### config.mk
export PLATFORM = sky130hd
export DESIGN_NAME = mem_access_stage_flat
export DESIGN_NICKNAME = d
export VERILOG_FILES = /design/src/rtl/mem_access_stage_pkg.sv /design/src/rtl/mem_access_stage_if.sv /design/src/rtl/mem_access_stage_load_align.sv /design/src/rtl/mem_access_stage.sv /design/src/flat_wrapper.sv
export SDC_FILE = /design/constraint.sdc
export NUM_CORES = 1
export LEC_CHECK = 0
export ABC_AREA = 1
export BUFFER_PORTS_ARGS = -buffer_cell sky130_fd_sc_hd__buf_2
export CORE_MARGIN = 5
export CORE_UTILIZATION = 39
export CTS_BUF_LIST = sky130_fd_sc_hd__clkbuf_4 sky130_fd_sc_hd__clkbuf_8
export CTS_CLUSTER_SIZE = 20
export DETAILED_ROUTE_END_ITERATION = 12
export GPL_ROUTABILITY_DRIVEN = 1
export PLACE_DENSITY = 0.83
export SYNTH_ARGS = -nofsm -noshare
export SYNTH_HDL_FRONTEND = slang
export SYNTH_SLANG_ARGS = --single-unit
### constraint.sdc
create_clock -name clk_i -period 1.93 [get_ports clk_i]
set_input_delay 0.386 -clock clk_i [delete_from_list [all_inputs] [get_ports clk_i]]
set_output_delay 0.386 -clock clk_i [all_outputs]
set_load 0.01 [all_outputs]
### src/rtl/mem_access_stage_pkg.sv
`default_nettype none
// ============================================================================
//  Module      : mem_access_stage_pkg
//  Description : Shared types and constants for the memory-access stage:
//                FSM state encoding, access-size codes, exception-vector
//                width and the byte-mask to size decode helper.
//  Ports       : none (package)
//  Revision    : 1.0 - initial release
// ============================================================================

`ifndef NUM_EX
`define NUM_EX 16
`endif

package mem_access_stage_pkg;

    localparam int NUM_EX = `NUM_EX;

    // Exception vector of the instruction in MEM (EXBITS = NUM_EX-1:0)
    typedef logic [NUM_EX-1:0] exbits_t;

    typedef enum logic [1:0] {
        ST_IDLE  = 2'd0,
        ST_WAIT  = 2'd1,
        ST_DONE  = 2'd2,
        ST_DRAIN = 2'd3
    } state_e;

    localparam logic [1:0] SZ_B = 2'd0;
    localparam logic [1:0] SZ_H = 2'd1;
    localparam logic [1:0] SZ_W = 2'd2;

    // Only the legal masks are decoded; any single-lane mask is a byte.
    function automatic logic [1:0] mask_size(input logic [3:0] mask);
        case (mask)
            4'b1111:          mask_size = SZ_W;
            4'b0011, 4'b1100: mask_size = SZ_H;
            default:          mask_size = SZ_B;
        endcase
    endfunction

endpackage

`default_nettype wire

### src/rtl/mem_access_stage_if.sv
`default_nettype none
// ============================================================================
//  Module      : mem_access_stage_if
//  Description : Bundle of the EX/MEM access fields, the data-side bus
//                request/response handshake and the stage results.
//  Ports       : slave  - the memory-access stage (consumes EX/MEM fields and
//                         bus responses, drives request and results)
//                master - the environment (pipeline + data bus)
//  Revision    : 1.0 - initial release
// ============================================================================
interface mem_access_stage_if;
    import mem_access_stage_pkg::*;

    // pipeline side
    logic        refresh;
    logic        stall_in;
    exbits_t     mem_ex;
    logic [31:0] mem_res;
    logic        mem_data_en;
    logic [3:0]  mem_data_ren;
    logic [3:0]  mem_data_wen;
    logic [31:0] mem_wdata;
    logic        mem_loadX;

    // data bus
    logic        data_req;
    logic        data_wr;
    logic [1:0]  data_size;
    logic [31:0] data_addr;
    logic [3:0]  data_wstrb;
    logic [31:0] data_wdata;
    logic        data_addr_ok;
    logic        data_ok;
    logic [31:0] data_rdata;

    // results
    logic        mem_stall;
    logic [31:0] mem_ldata;
    logic        mem_done;

    modport slave (
        input  refresh, stall_in, mem_ex, mem_res, mem_data_en, mem_data_ren,
               mem_data_wen, mem_wdata, mem_loadX,
               data_addr_ok, data_ok, data_rdata,
        output data_req, data_wr, data_size, data_addr, data_wstrb, data_wdata,
               mem_stall, mem_ldata, mem_done
    );

    modport master (
        output refresh, stall_in, mem_ex, mem_res, mem_data_en, mem_data_ren,
               mem_data_wen, mem_wdata, mem_loadX,
               data_addr_ok, data_ok, data_rdata,
        input  data_req, data_wr, data_size, data_addr, data_wstrb, data_wdata,
               mem_stall, mem_ldata, mem_done
    );

endinterface

`default_nettype wire

### src/rtl/mem_access_stage_load_align.sv
`default_nettype none
// ============================================================================
//  Module      : mem_access_stage_load_align
//  Description : Combinational load aligner. Picks the byte/half lane given
//                by the address offset and sign- or zero-extends it to 32
//                bits; words pass through unchanged.
//  Ports       : rdata_i [31:0] raw response word
//                ren_i   [3:0]  byte-lane read mask (selects access size)
//                off_i   [1:0]  address offset within the word
//                loadx_i        1 = sign-extend, 0 = zero-extend
//                data_o  [31:0] aligned, extended load result
//  Revision    : 1.0 - initial release
// ============================================================================
module mem_access_stage_load_align
    import mem_access_stage_pkg::*;
(
    input  wire logic [31:0] rdata_i,
    input  wire logic [3:0]  ren_i,
    input  wire logic [1:0]  off_i,
    input  wire logic        loadx_i,
    output logic      [31:0] data_o
);

    logic [7:0]  w_byte;
    logic [15:0] w_half;

    // Lane position comes from the address, not from the mask bits.
    assign w_byte = rdata_i[{off_i, 3'b000} +: 8];
    assign w_half = rdata_i[{off_i[1], 4'b0000} +: 16];

    always_comb begin
        data_o = rdata_i;
        case (mask_size(ren_i))
            SZ_B:    data_o = {{24{loadx_i & w_byte[7]}}, w_byte};
            SZ_H:    data_o = {{16{loadx_i & w_half[15]}}, w_half};
            default: data_o = rdata_i;
        endcase
    end

endmodule

`default_nettype wire

### src/rtl/mem_access_stage.sv
`default_nettype none
// ============================================================================
//  Module      : mem_access_stage
//  Description : Memory-access pipeline stage. Issues the data-side request
//                for the instruction in MEM, stalls the pipeline while the
//                access is outstanding and presents the aligned load result
//                once the response has returned.
//  Ports       : clk_i    clock, rising edge
//                resetn_i synchronous active-low reset
//                bus      mem_access_stage_if.slave - EX/MEM fields, data bus
//                         handshake, mem_stall / mem_ldata / mem_done
//  Revision    : 1.0 - initial release
// ============================================================================
module mem_access_stage
    import mem_access_stage_pkg::*;
(
    input  wire logic         clk_i,
    input  wire logic         resetn_i,
    mem_access_stage_if.slave bus
);

    state_e      state_q, state_d;
    logic [31:0] rdata_q, rdata_d;
    logic        w_go;
    logic        w_idle;

    assign w_go   = bus.mem_data_en & (bus.mem_ex == '0) & ~bus.refresh;
    assign w_idle = (state_q == ST_IDLE);

    // ------------------------------------------------------------------
    // Next state
    // ------------------------------------------------------------------
    always_comb begin
        state_d = state_q;
        rdata_d = rdata_q;
        case (state_q)
            ST_IDLE: begin
                if (w_go && bus.data_addr_ok) state_d = ST_WAIT;
            end
            ST_WAIT: begin
                if (bus.data_ok) begin
                    if (bus.refresh) begin
                        // flushed instruction: response is dropped
                        state_d = ST_IDLE;
                    end else begin
                        rdata_d = bus.data_rdata;
                        state_d = ST_DONE;
                    end
                end else if (bus.refresh) begin
                    // accepted request cannot be withdrawn; absorb its response
                    state_d = ST_DRAIN;
                end
            end
            ST_DONE: begin
                if (!bus.stall_in || bus.refresh) state_d = ST_IDLE;
            end
            ST_DRAIN: begin
                if (bus.data_ok) state_d = ST_IDLE;
            end
            default: state_d = ST_IDLE;
        endcase
    end

    always_ff @(posedge clk_i) begin
        if (!resetn_i) begin
            state_q <= ST_IDLE;
            rdata_q <= '0;
        end else begin
            state_q <= state_d;
            rdata_q <= rdata_d;
        end
    end

    // ------------------------------------------------------------------
    // Request decode: fields follow EX/MEM, which is frozen by mem_stall
    // while the request is pending.
    // ------------------------------------------------------------------
    assign bus.data_req   = w_idle & w_go;
    assign bus.data_wr    = |bus.mem_data_wen;
    assign bus.data_size  = mask_size(bus.data_wr ? bus.mem_data_wen : bus.mem_data_ren);
    assign bus.data_addr  = bus.mem_res;
    assign bus.data_wstrb = bus.mem_data_wen;
    assign bus.data_wdata = bus.mem_wdata;

    assign bus.mem_stall  = w_idle ? w_go : (state_q != ST_DONE);
    assign bus.mem_done   = (state_q == ST_DONE);

    mem_access_stage_load_align u_load_align (
        .rdata_i (rdata_q),
        .ren_i   (bus.mem_data_ren),
        .off_i   (bus.mem_res[1:0]),
        .loadx_i (bus.mem_loadX),
        .data_o  (bus.mem_ldata)
    );

endmodule

`default_nettype wire

### src/flat_wrapper.sv
// flat-port wrapper written by rule: the top's interface ports become plain ports
module mem_access_stage_flat import mem_access_stage_pkg::*;
  (clk_i, resetn_i, bus_refresh, bus_stall_in, bus_mem_ex, bus_mem_res, bus_mem_data_en, bus_mem_data_ren, bus_mem_data_wen, bus_mem_wdata, bus_mem_loadX, bus_data_addr_ok, bus_data_ok, bus_data_rdata, bus_data_req, bus_data_wr, bus_data_size, bus_data_addr, bus_data_wstrb, bus_data_wdata, bus_mem_stall, bus_mem_ldata, bus_mem_done);
  mem_access_stage_if bus_i ();
  input  wire logic clk_i;
  input  wire logic resetn_i;
  input wire logic [$bits(bus_i.refresh)-1:0] bus_refresh;
  input wire logic [$bits(bus_i.stall_in)-1:0] bus_stall_in;
  input wire logic [$bits(bus_i.mem_ex)-1:0] bus_mem_ex;
  input wire logic [$bits(bus_i.mem_res)-1:0] bus_mem_res;
  input wire logic [$bits(bus_i.mem_data_en)-1:0] bus_mem_data_en;
  input wire logic [$bits(bus_i.mem_data_ren)-1:0] bus_mem_data_ren;
  input wire logic [$bits(bus_i.mem_data_wen)-1:0] bus_mem_data_wen;
  input wire logic [$bits(bus_i.mem_wdata)-1:0] bus_mem_wdata;
  input wire logic [$bits(bus_i.mem_loadX)-1:0] bus_mem_loadX;
  input wire logic [$bits(bus_i.data_addr_ok)-1:0] bus_data_addr_ok;
  input wire logic [$bits(bus_i.data_ok)-1:0] bus_data_ok;
  input wire logic [$bits(bus_i.data_rdata)-1:0] bus_data_rdata;
  output wire logic [$bits(bus_i.data_req)-1:0] bus_data_req;
  output wire logic [$bits(bus_i.data_wr)-1:0] bus_data_wr;
  output wire logic [$bits(bus_i.data_size)-1:0] bus_data_size;
  output wire logic [$bits(bus_i.data_addr)-1:0] bus_data_addr;
  output wire logic [$bits(bus_i.data_wstrb)-1:0] bus_data_wstrb;
  output wire logic [$bits(bus_i.data_wdata)-1:0] bus_data_wdata;
  output wire logic [$bits(bus_i.mem_stall)-1:0] bus_mem_stall;
  output wire logic [$bits(bus_i.mem_ldata)-1:0] bus_mem_ldata;
  output wire logic [$bits(bus_i.mem_done)-1:0] bus_mem_done;
  assign bus_i.refresh = bus_refresh;
  assign bus_i.stall_in = bus_stall_in;
  assign bus_i.mem_ex = bus_mem_ex;
  assign bus_i.mem_res = bus_mem_res;
  assign bus_i.mem_data_en = bus_mem_data_en;
  assign bus_i.mem_data_ren = bus_mem_data_ren;
  assign bus_i.mem_data_wen = bus_mem_data_wen;
  assign bus_i.mem_wdata = bus_mem_wdata;
  assign bus_i.mem_loadX = bus_mem_loadX;
  assign bus_i.data_addr_ok = bus_data_addr_ok;
  assign bus_i.data_ok = bus_data_ok;
  assign bus_i.data_rdata = bus_data_rdata;
  assign bus_data_req = bus_i.data_req;
  assign bus_data_wr = bus_i.data_wr;
  assign bus_data_size = bus_i.data_size;
  assign bus_data_addr = bus_i.data_addr;
  assign bus_data_wstrb = bus_i.data_wstrb;
  assign bus_data_wdata = bus_i.data_wdata;
  assign bus_mem_stall = bus_i.mem_stall;
  assign bus_mem_ldata = bus_i.mem_ldata;
  assign bus_mem_done = bus_i.mem_done;
  mem_access_stage u_core (.clk_i(clk_i), .resetn_i(resetn_i), .bus(bus_i));
endmodule
### Word-level counts from Yosys, hierarchy flattened

Index checks and enable logic that the tools add are counted.

* equal/unequal tests: 15
* shifts and indexed selects: 2
* multiplexer cells: 12
* bitwise gates (word level): 6
* reductions and logical operators: 11

Operators with widths (number)
* 32-bit one-hot mux with 2 select lines: 1
* 32-bit by 6-bit variable part select with 16-bit output: 1
* 32-bit by 6-bit variable part select with 8-bit output: 1
* 4-bit == test (second input constant): 4
* 16-bit zero test: 1
* 2-bit 2-to-1 mux: 6
* 4-bit by 2-bit == test with 1-bit output (second input constant): 2
* 2-bit one-hot mux with 2 select lines: 2
* 2-bit one-hot mux with 4 select lines: 1
* 2-bit != test (second input constant): 3
* 1-bit bitwise AND: 5
* 2-bit by 1-bit == test with 1-bit output (second input constant): 2
* 2-bit == test (second input constant): 2
* 2-bit zero test: 2
* 4-bit 2-to-1 mux: 1
* 4-bit AND reduction: 1
* 2-bit OR reduction: 2
* 4-bit OR reduction: 1
* 3-bit != test (second input constant): 1
* 3-bit AND reduction: 1
* 2-bit by 1-bit != test with 1-bit output (second input constant): 1
* 1-bit logical AND: 1
* 1-bit zero test: 1
* 1-bit logical OR: 1
* other kinds (2): 2

* flip-flop bits (word level): 34
* bits of input ports: 128
* output and inout port bits: 106
* word-level logic and storage cells: 48

### Longest topological paths before layout

Gate-level depths: netlist of run 1.

* depth after elaboration: 6
* gate-level depth with buffers: 8
* depth with buffers taken out: 8

### Hierarchy

A second synthesis of run 1 with hierarchy kept.

* cells, all modules: 474
* area total of the unflattened synthesis: 3098.0 µm²

By module, submodules not included
* mem_access_stage: times used 1, cells each 272, area an instance 1963.1 µm², sequential area each 680.7 µm²
* mem_access_stage_load_align: times used 1, cells each 202, area an instance 1134.8 µm², sequential area each 0.0 µm²

### Worst setup path after synthesis of run 1

OpenSTA, ideal clock, no wires.

* path type: input to output
* from: input port bus_mem_data_ren[0]
* to: output port bus_mem_ldata[16]
* arrival time: 1286 ps
* data required time: 1544 ps
* path slack: 258 ps
* stages: 6
* buffers on the path: 1
* cell sequence: o22ai_1 > nand2_2 > nor2_1 > nand3_1 > buf_4 > o211ai_1

* cells in the longest elaborated chain, start to end: 5
* elaborated cells on any way between the ends: 8
* classes of those cells: 4 x eq/ne; 2 x mux; 2 x reduce/logical

RTL lines
* from (decl): RTL line flat_wrapper.sv:12 `input wire logic [$bits(bus_i.mem_data_ren)-1:0] bus_mem_data_ren;`
* 4-bit by 2-bit == test with 1-bit output / 4-bit == test (equally long branches): RTL line mem_access_stage_pkg.sv:35 `case (mask)`
* 2-bit OR reduction: RTL line mem_access_stage_pkg.sv:35
* 2-bit one-hot mux with 2 select lines *: RTL line mem_access_stage_pkg.sv:35
* 2-bit by 1-bit == test with 1-bit output / 2-bit zero test (equally long branches): RTL line mem_access_stage_load_align.sv:33 `case (mask_size(ren_i))`
* 32-bit one-hot mux with 2 select lines *: RTL line mem_access_stage_load_align.sv:33
* to (decl): RTL line flat_wrapper.sv:26 `output wire logic [$bits(bus_i.mem_ldata)-1:0] bus_mem_ldata;`

Every way passes the cells marked *; elsewhere a longest branch is shown, timed or not.

### Worst setup path after layout of run 1

* from: register u_core.rdata_q[15]
* to: output port bus_mem_ldata[15]

* cells in the longest elaborated chain, start to end: 3
* elaborated cells on any way between the ends: 4
* classes of those cells: 2 x shift; 1 x mux; 1 x bitwise

RTL lines
* from (decl): RTL line mem_access_stage.sv:23 `logic [31:0] rdata_q, rdata_d;`
* from (signal assigned): RTL line mem_access_stage.sv:70 `rdata_q <= rdata_d;`
* 32-bit by 6-bit variable part select with 8-bit output: RTL line mem_access_stage_load_align.sv:28 `assign w_byte = rdata_i[{off_i, 3'b000} +: 8];`
* 1-bit bitwise AND: RTL line mem_access_stage_load_align.sv:34 `SZ_B: data_o = {{24{loadx_i & w_byte[7]}}, w_byte};`
* 32-bit one-hot mux with 2 select lines *: RTL line mem_access_stage_load_align.sv:33

Marks and branches as above.

==> results of run 1 <==
[per-stage QoR]
stage	cell area, um2	hold WS [ns]	setup slack, ns
finish	3140	0.326	-0.124
global placement	2760	0.453	0.00850
floorplan	2620	0.438	0.258
CTS	2910	0.319	-0.0335
detailed placement	2760	0.469	-0.0373
global route	3140	0.326	-0.192
[area by class of cell]
cell class              instances  area (um2)
well taps                      77        96.3
inverters                      27         104
multi-input cells             250        1360
repair buffers                134         815
flip-flops and latches         34         684
clock buffers                   7        83.8
fillers                       630        3280
[cells by family after synthesis]
logic type	after synthesis
and+or+nand+nor	146
buffers and inverters	115
AOI/OAI and AO/OA	104
DFF	34
[sequential cells by signal, summed over array words and instances (netlist names)]
signal	cells
u_core.state_q	2
u_core.rdata_q	32
[power groups by stage]
stage | Combinational [mW] | Clock, mW | Sequential, mW
2_1_floorplan | 0.269 | 0 | 0.717
3_3_place_gp | 0.279 | 0 | 0.717
3_5_place_dp | 0.285 | 0 | 0.717
4_1_cts | 0.292 | 0.528 | 0.701
5_1_grt | 0.364 | 0.562 | 0.701
6_report | 0.335 | 0.519 | 0.701
[worst min path at each step]
stage	depth (start not counted)	startpoint	endpoint	slack [ns]
after floorplan	2	u_core.rdata_q[8]	u_core.rdata_q[8]	0.44
after global placement	2	u_core.rdata_q[14]	u_core.rdata_q[14]	0.45
after detailed placement	2	u_core.rdata_q[12]	u_core.rdata_q[12]	0.47
after CTS	3	bus_data_rdata[1]	u_core.rdata_q[1]	0.32
after global routing	3	bus_data_rdata[9]	u_core.rdata_q[9]	0.33
final	3	bus_data_rdata[11]	u_core.rdata_q[11]	0.33
[synthesized netlist by cell type]
| cell type | count | area, um2 |
|---|---|---|
| buf_4 | 69 | 518 |
| nor2_1 | 67 | 251 |
| a21oi_1 | 45 | 225 |
| nand2_1 | 45 | 169 |
| o21ai_0 | 38 | 190 |
| dfxtp_1 | 34 | 681 |
| inv_1 | 25 | 93.8 |
| nand3_1 | 16 | 80.1 |
| o211ai_1 | 13 | 97.6 |
| buf_2 | 8 | 40.0 |
| clkbuf_1 | 7 | 26.3 |
| buf_6 | 3 | 33.8 |
| nand3b_1 | 3 | 22.5 |
| nand4_1 | 3 | 18.8 |
| o22ai_1 | 3 | 18.8 |
| a31oi_1 | 2 | 12.5 |
| inv_2 | 2 | 7.51 |
| nand2_2 | 2 | 12.5 |
| nor3_4 | 2 | 32.5 |
| nor4_1 | 2 | 12.5 |
| or2_2 | 2 | 12.5 |
| a211oi_1 | 1 | 7.51 |
| a22o_1 | 1 | 8.76 |
| and2_0 | 1 | 6.26 |
| buf_1 | 1 | 3.75 |
| nand4_2 | 1 | 12.5 |
| nor2_4 | 1 | 11.3 |
| nor3_1 | 1 | 5.00 |
| o21ai_1 | 1 | 5.00 |
[worst max-delay path, stage by stage, from the launching register on]
cell and delay, ns:
dfxtp_2 0.34, inv_2 0.06, nor2_4 0.08, a21oi_2 0.05, o21ai_2 0.20, nand4_4 0.18, clkbuf_16 0.22, nand3b_1 0.10
buf_2 0.15
[cells in the final DEF (no fill, tap or decap), types with 3 or more instances in the layout]
cell type | netlist | layout
a21oi_1 | 45 | 39
a21oi_2 | 0 | 5
buf_2 | 8 | 102
buf_4 | 69 | 21
buf_6 | 3 | 9
clkbuf_8 | 0 | 5
dfxtp_1 | 34 | 31
dfxtp_2 | 0 | 3
inv_1 | 25 | 22
inv_2 | 2 | 4
nand2_1 | 45 | 39
nand2_2 | 2 | 4
nand2_4 | 0 | 4
nand3_1 | 16 | 11
nand3_4 | 0 | 3
nand3b_1 | 3 | 3
nand4_1 | 3 | 3
nor2_1 | 67 | 65
o211ai_1 | 13 | 13
o21ai_0 | 38 | 37
[metal layers]
| layer | vias up | global-route usage, % | wire length [um] |
|---|---|---|---|
| li1 | 1356 | - | - |
| met1 | 1264 | 20.0 | 3300 |
| met2 | 122 | 33.3 | 4320 |
| met3 | 29 | 6.46 | 753 |
| met4 | 2 | 7.18 | 170 |
| met5 | - | 0 | 7 |
[timing repair]
action / in CTS / in global routing
pin swaps: 1 / 11
hold buffers: 0 / 0
setup buffers: 3 / 3
resized for setup: 14 / 42
cloned: 1 / 1
endpoints found under the setup margin: 25 / 31
==> flow_summary.json, run 1 <==
{
  "outcome": "complete, but fails checks",
  "violations": "setup timing",
  "syn_inst": 399,
  "h-tree-depth": 2,
  "cts_root_buf": "clkbuf_8",
  "wl_per_cell_um": 16.2,
  "fin_nets": 580,
  "clock_path_buffers": 2,
  "fin_worst_skew_ns": 0.00541,
  "finish.utilization_pct": 48.9,
  "grt_setup_unrepaired": "yes",
  "overflow": 0,
  "clk_pin_slew_ns": 0.07,
  "synth_seq_cells": 34,
  "drtPass1Iterations": 4,
  "synth_fa_ha_area_share_pct": 0,
  "grt_pass1_vias": 2701,
  "diodes": 0,
  "slew_viol_final": 0,
  "grt_usage_pct": 18.6,
  "p_leak_nw": 1.52,
  "port-buffer-count": 109,
  "relSlewSlack_pct": 51.2,
  "finalSetupViolations": 25,
  "start_util_pct": 40.7,
  "routed_via_density": 5.24,
  "critPathMaxFanout": 7,
  "timing.rr.start": "u_core.state_q[1]",
  "r2r.worst_path.cells": 4,
  "synth_compound_area_share_pct": 21.6,
  "dr_total_vias": 2773,
  "clkLatencyLatePin_ns": 0.29,
  "hp-class": "input port to flip-flop",
  "die_x_um": 91.9,
  "rows": 29,
  "syn-cell-area_mm2": 0.00262,
  "worst_pin_slew_ns": 0.731,
  "layout-drive-gt1-share_pct": 39.6,
  "core_region_area_mm2": 0.00642,
  "start_kind": "flip-flop",
  "ys_types": 29,
  "grt_max_degree": 49,
  "post-route-drc-count": 0,
  "drtAntennaViolNets": 0,
  "yosysSeqAreaShare_pct": 26.0,
  "swShare_pct": 27.2,
  "seq_power_share_pct": 45.1,
  "die-area_mm2": 0.00845,
  "synth_xor_area_share_pct": 0,
  "fin_ws_ns": -0.124,
  "synthSimpleGateAreaFrac_pct": 24.7,
  "place_inst": 514,
  "cp_data_required_time_ns": 1.54,
  "peakVddDrop_mv": 0.256,
  "arrival_ns": 1.67,
  "gp_congestion": 0.924,
  "min_period_over_period_pct": 106,
  "antenna_found_initial": 1,
  "endpoint": "bus_mem_ldata[15]",
  "cellPowerDensity_mw_per_mm2": 496,
  "fin_tns_setup_ns": -1.77,
  "num_io_pins": 234,
  "clock-sinks": 34,
  "hold_violations": 0,
  "startpoint": "u_core.rdata_q[15]",
  "synthToLayoutAreaGrowth_pct": 20.0,
  "avgSynthCellArea_um2": 6.56,
  "synthMuxAreaShare_pct": 0,
  "ys_warn_count": 0,
  "hpwl_um": 6260,
  "max_freq_mhz": 487,
  "path_class": "flip-flop to primary output",
  "synth_top_family_by_area": "buffers and inverters",
  "r2r_slack_ns": 0.38,
  "totalPowerFinal_mw": 1.56,
  "power_frac_comb_pct": 21.6,
  "maxCapViolCount": 0,
  "final_cells": 529,
  "cellInternalPower_mw": 1.13,
  "drt_iter0_drc": 183,
  "grt_pass1_wl_um": 12800,
  "p_clk_share_pct": 33.4,
  "rr_endpoint": "u_core.rdata_q[25]",
  "die_h_um": 91.9,
  "cts-buffers-inserted": 5,
  "critPathCaptureType": "primary output",
  "fin_crit_ns": 2.05,
  "p_sw_mw": 0.424,
  "routed_wl_um": 8550,
  "synth_nets": 527,
  "cts_tree": "yes"
}
(Power assumes the default switching activity.)
==> run 2: changes to the inputs <==
--- a/config.mk
+++ b/config.mk
@@ -8,12 +8,12 @@
 export ABC_AREA = 1
 export BUFFER_PORTS_ARGS = -buffer_cell sky130_fd_sc_hd__buf_2
 export CORE_MARGIN = 5
-export CORE_UTILIZATION = 39
+export CORE_UTILIZATION = 36
 export CTS_BUF_LIST = sky130_fd_sc_hd__clkbuf_4 sky130_fd_sc_hd__clkbuf_8
 export CTS_CLUSTER_SIZE = 20
 export DETAILED_ROUTE_END_ITERATION = 12
 export GPL_ROUTABILITY_DRIVEN = 1
-export PLACE_DENSITY = 0.83
+export PLACE_DENSITY = 0.78
 export SYNTH_ARGS = -nofsm -noshare
 export SYNTH_HDL_FRONTEND = slang
 export SYNTH_SLANG_ARGS = --single-unit
==> flow_summary.json, run 2 (synthesis gave the netlist of run 1 again) <==
{
  "outcome": "complete, but fails checks",
  "violations": "setup timing",
  "dr_total_vias": 2807,
  "clkLatencyLatePin_ns": 0.29,
  "routed_via_density": 5.09,
  "hpwl_um": 6370,
  "grt_pass1_vias": 2587,
  "path_class": "flip-flop to primary output",
  "wl_per_cell_um": 16.1,
  "h-tree-depth": 2,
  "drt_iter0_drc": 152,
  "hp-class": "input port to flip-flop",
  "clk_pin_slew_ns": 0.07,
  "final_common_cell": "buf_2",
  "mostFrequentLayoutCells": "buf_2, nor2_1, nand2_1",
  "max_freq_mhz": 483,
  "fin_crit_ns": 2.07,
  "die_h_um": 95.3,
  "layout-drive-gt1-share_pct": 43.6,
  "largest_reg_flops": 32,
  "pre_cts_slack_ns": -0.0914,
  "stdcell_area_mm2": 0.00339,
  "start_util_pct": 36.5,
  "clock_path_buffers": 2,
  "critPathMaxFanout": 7,
  "start_kind": "flip-flop",
  "critPathCaptureType": "primary output",
  "routed_wl_um": 8900,
  "top_layer_used": "met5",
  "clock-sinks": 34,
  "final_cells": 551,
  "num_io_pins": 234,
  "drtPass1Iterations": 4,
  "p_leak_nw": 1.59,
  "die-area_mm2": 0.00907,
  "place_inst": 538,
  "hold_slack_ns": 0.318,
  "worst_pin_slew_ns": 0.682,
  "overflow": 0,
  "peakVddDrop_mv": 0.217,
  "fin_nets": 579,
  "fin_ws_ns": -0.139,
  "maxCapViolCount": 0,
  "slew_viol_final": 0,
  "grt_max_degree": 49,
  "die_x_um": 95.3,
  "diodes": 0,
  "gp_congestion": 0.817,
  "top_register": "u_core.rdata_q",
  "critPathTopFamily": "buffers and inverters",
  "grt_usage_pct": 17.7,
  "grt_setup_unrepaired": "yes",
  "drtAntennaViolNets": 0,
  "synthToLayoutAreaGrowth_pct": 29.7,
  "routed-wl-met3_um": 842,
  "relSlewSlack_pct": 54.5,
  "grt_pass1_wl_um": 12600,
  "dr_wl_met2_um": 4380,
  "rows": 31,
  "dpl_cell_area_mm2": 0.00281,
  "cts-buffers-inserted": 5,
  "post-route-drc-count": 0,
  "cp_num_buf_inv": 3,
  "arrival_ns": 1.68,
  "fin_worst_skew_ns": 0.00284,
  "antenna_found_initial": 3,
  "wirelength_met1_um": 3380,
  "cpMaxStageDelayCell": "dfxtp_2",
  "cts_tree": "yes",
  "top_regs": "u_core.rdata_q x32, u_core.state_q x2",
  "cellPowerDensity_mw_per_mm2": 498,
  "cpPeakStageDelay_ns": 0.34,
  "totalPowerFinal_mw": 1.69,
  "min_period_over_period_pct": 107,
  "hold_violations": 0,
  "cts_root_buf": "clkbuf_8",
  "cp_data_required_time_ns": 1.54,
  "core_region_area_mm2": 0.00718,
  "port-buffer-count": 109,
  "fin_tns_setup_ns": -1.74,
  "finish.utilization_pct": 47.3,
  "crit_chain": "inv_2 > nor2_4 > a21oi_4 > o21ai_4 > nand4_4 > buf_6 > o211ai_1 > buf_2",
  "finalSetupViolations": 24
}
[run 2: cell types whose count changed in the layout (fill, tap and decap cells not counted), moves of 4 or more]
cell | before | now
buf_4 | 21 | 15
buf_6 | 9 | 17
buf_2 | 102 | 96
a21oi_2 | 5 | 11
a21oi_1 | 39 | 30
nand3_1 | 11 | 7
[run 2: cell type report]
type	count	area, um2
Fill cell	723	3780
Multi-Input combinational cell	250	1500
Timing Repair Buffer	133	862
Sequential cell	34	688
Tap cell	99	124
Clock buffer	8	110
Inverter	27	109
[run 2: per-layer routing]
layer  vias to the layer above  global-route usage, %
met5                         -                      0
met1                      1294                   20.0
met2                       111                   30.2
met4                         6                   6.25
li1                       1353                      -
met3                        43                   6.95
[run 2: what timing repair did]
item / 4_1_cts / 5_1_grt
setup buffers: 2 / 1
resized for setup: 21 / 86
pin swaps: 4 / 20
hold buffers: 0 / 0
cloned: 1 / 1
setup endpoints to repair: 28 / 32
[run 2: tightest hold or removal path, stage by stage]
cell,delay (ns)
buf_2,0.08
nor2_1,0.03
nor2_1,0.08
[run 2: power by group]
| part | leakage, nW | internal, mW | total (mW) | switching (mW) |
|---|---|---|---|---|
| logic | 1.26 | 0.172 | 0.371 | 0.199 |
| clock network | 0.0575 | 0.360 | 0.619 | 0.259 |
| registers | 0.276 | 0.700 | 0.700 | 0.000000701 |
[run 2: worst paths after layout]
path / endpoint / slack [ns] / startpoint / cells after the start
worst max-delay path: bus_mem_ldata[18] / -0.14 / u_core.rdata_q[15] / 8
worst min-delay path: u_core.rdata_q[9] / 0.32 / bus_data_rdata[9] / 3
worst max register to register: u_core.rdata_q[15] / 0.41 / u_core.state_q[1] / 4
worst min register to register: u_core.rdata_q[14] / 0.47 / u_core.rdata_q[14] / 2
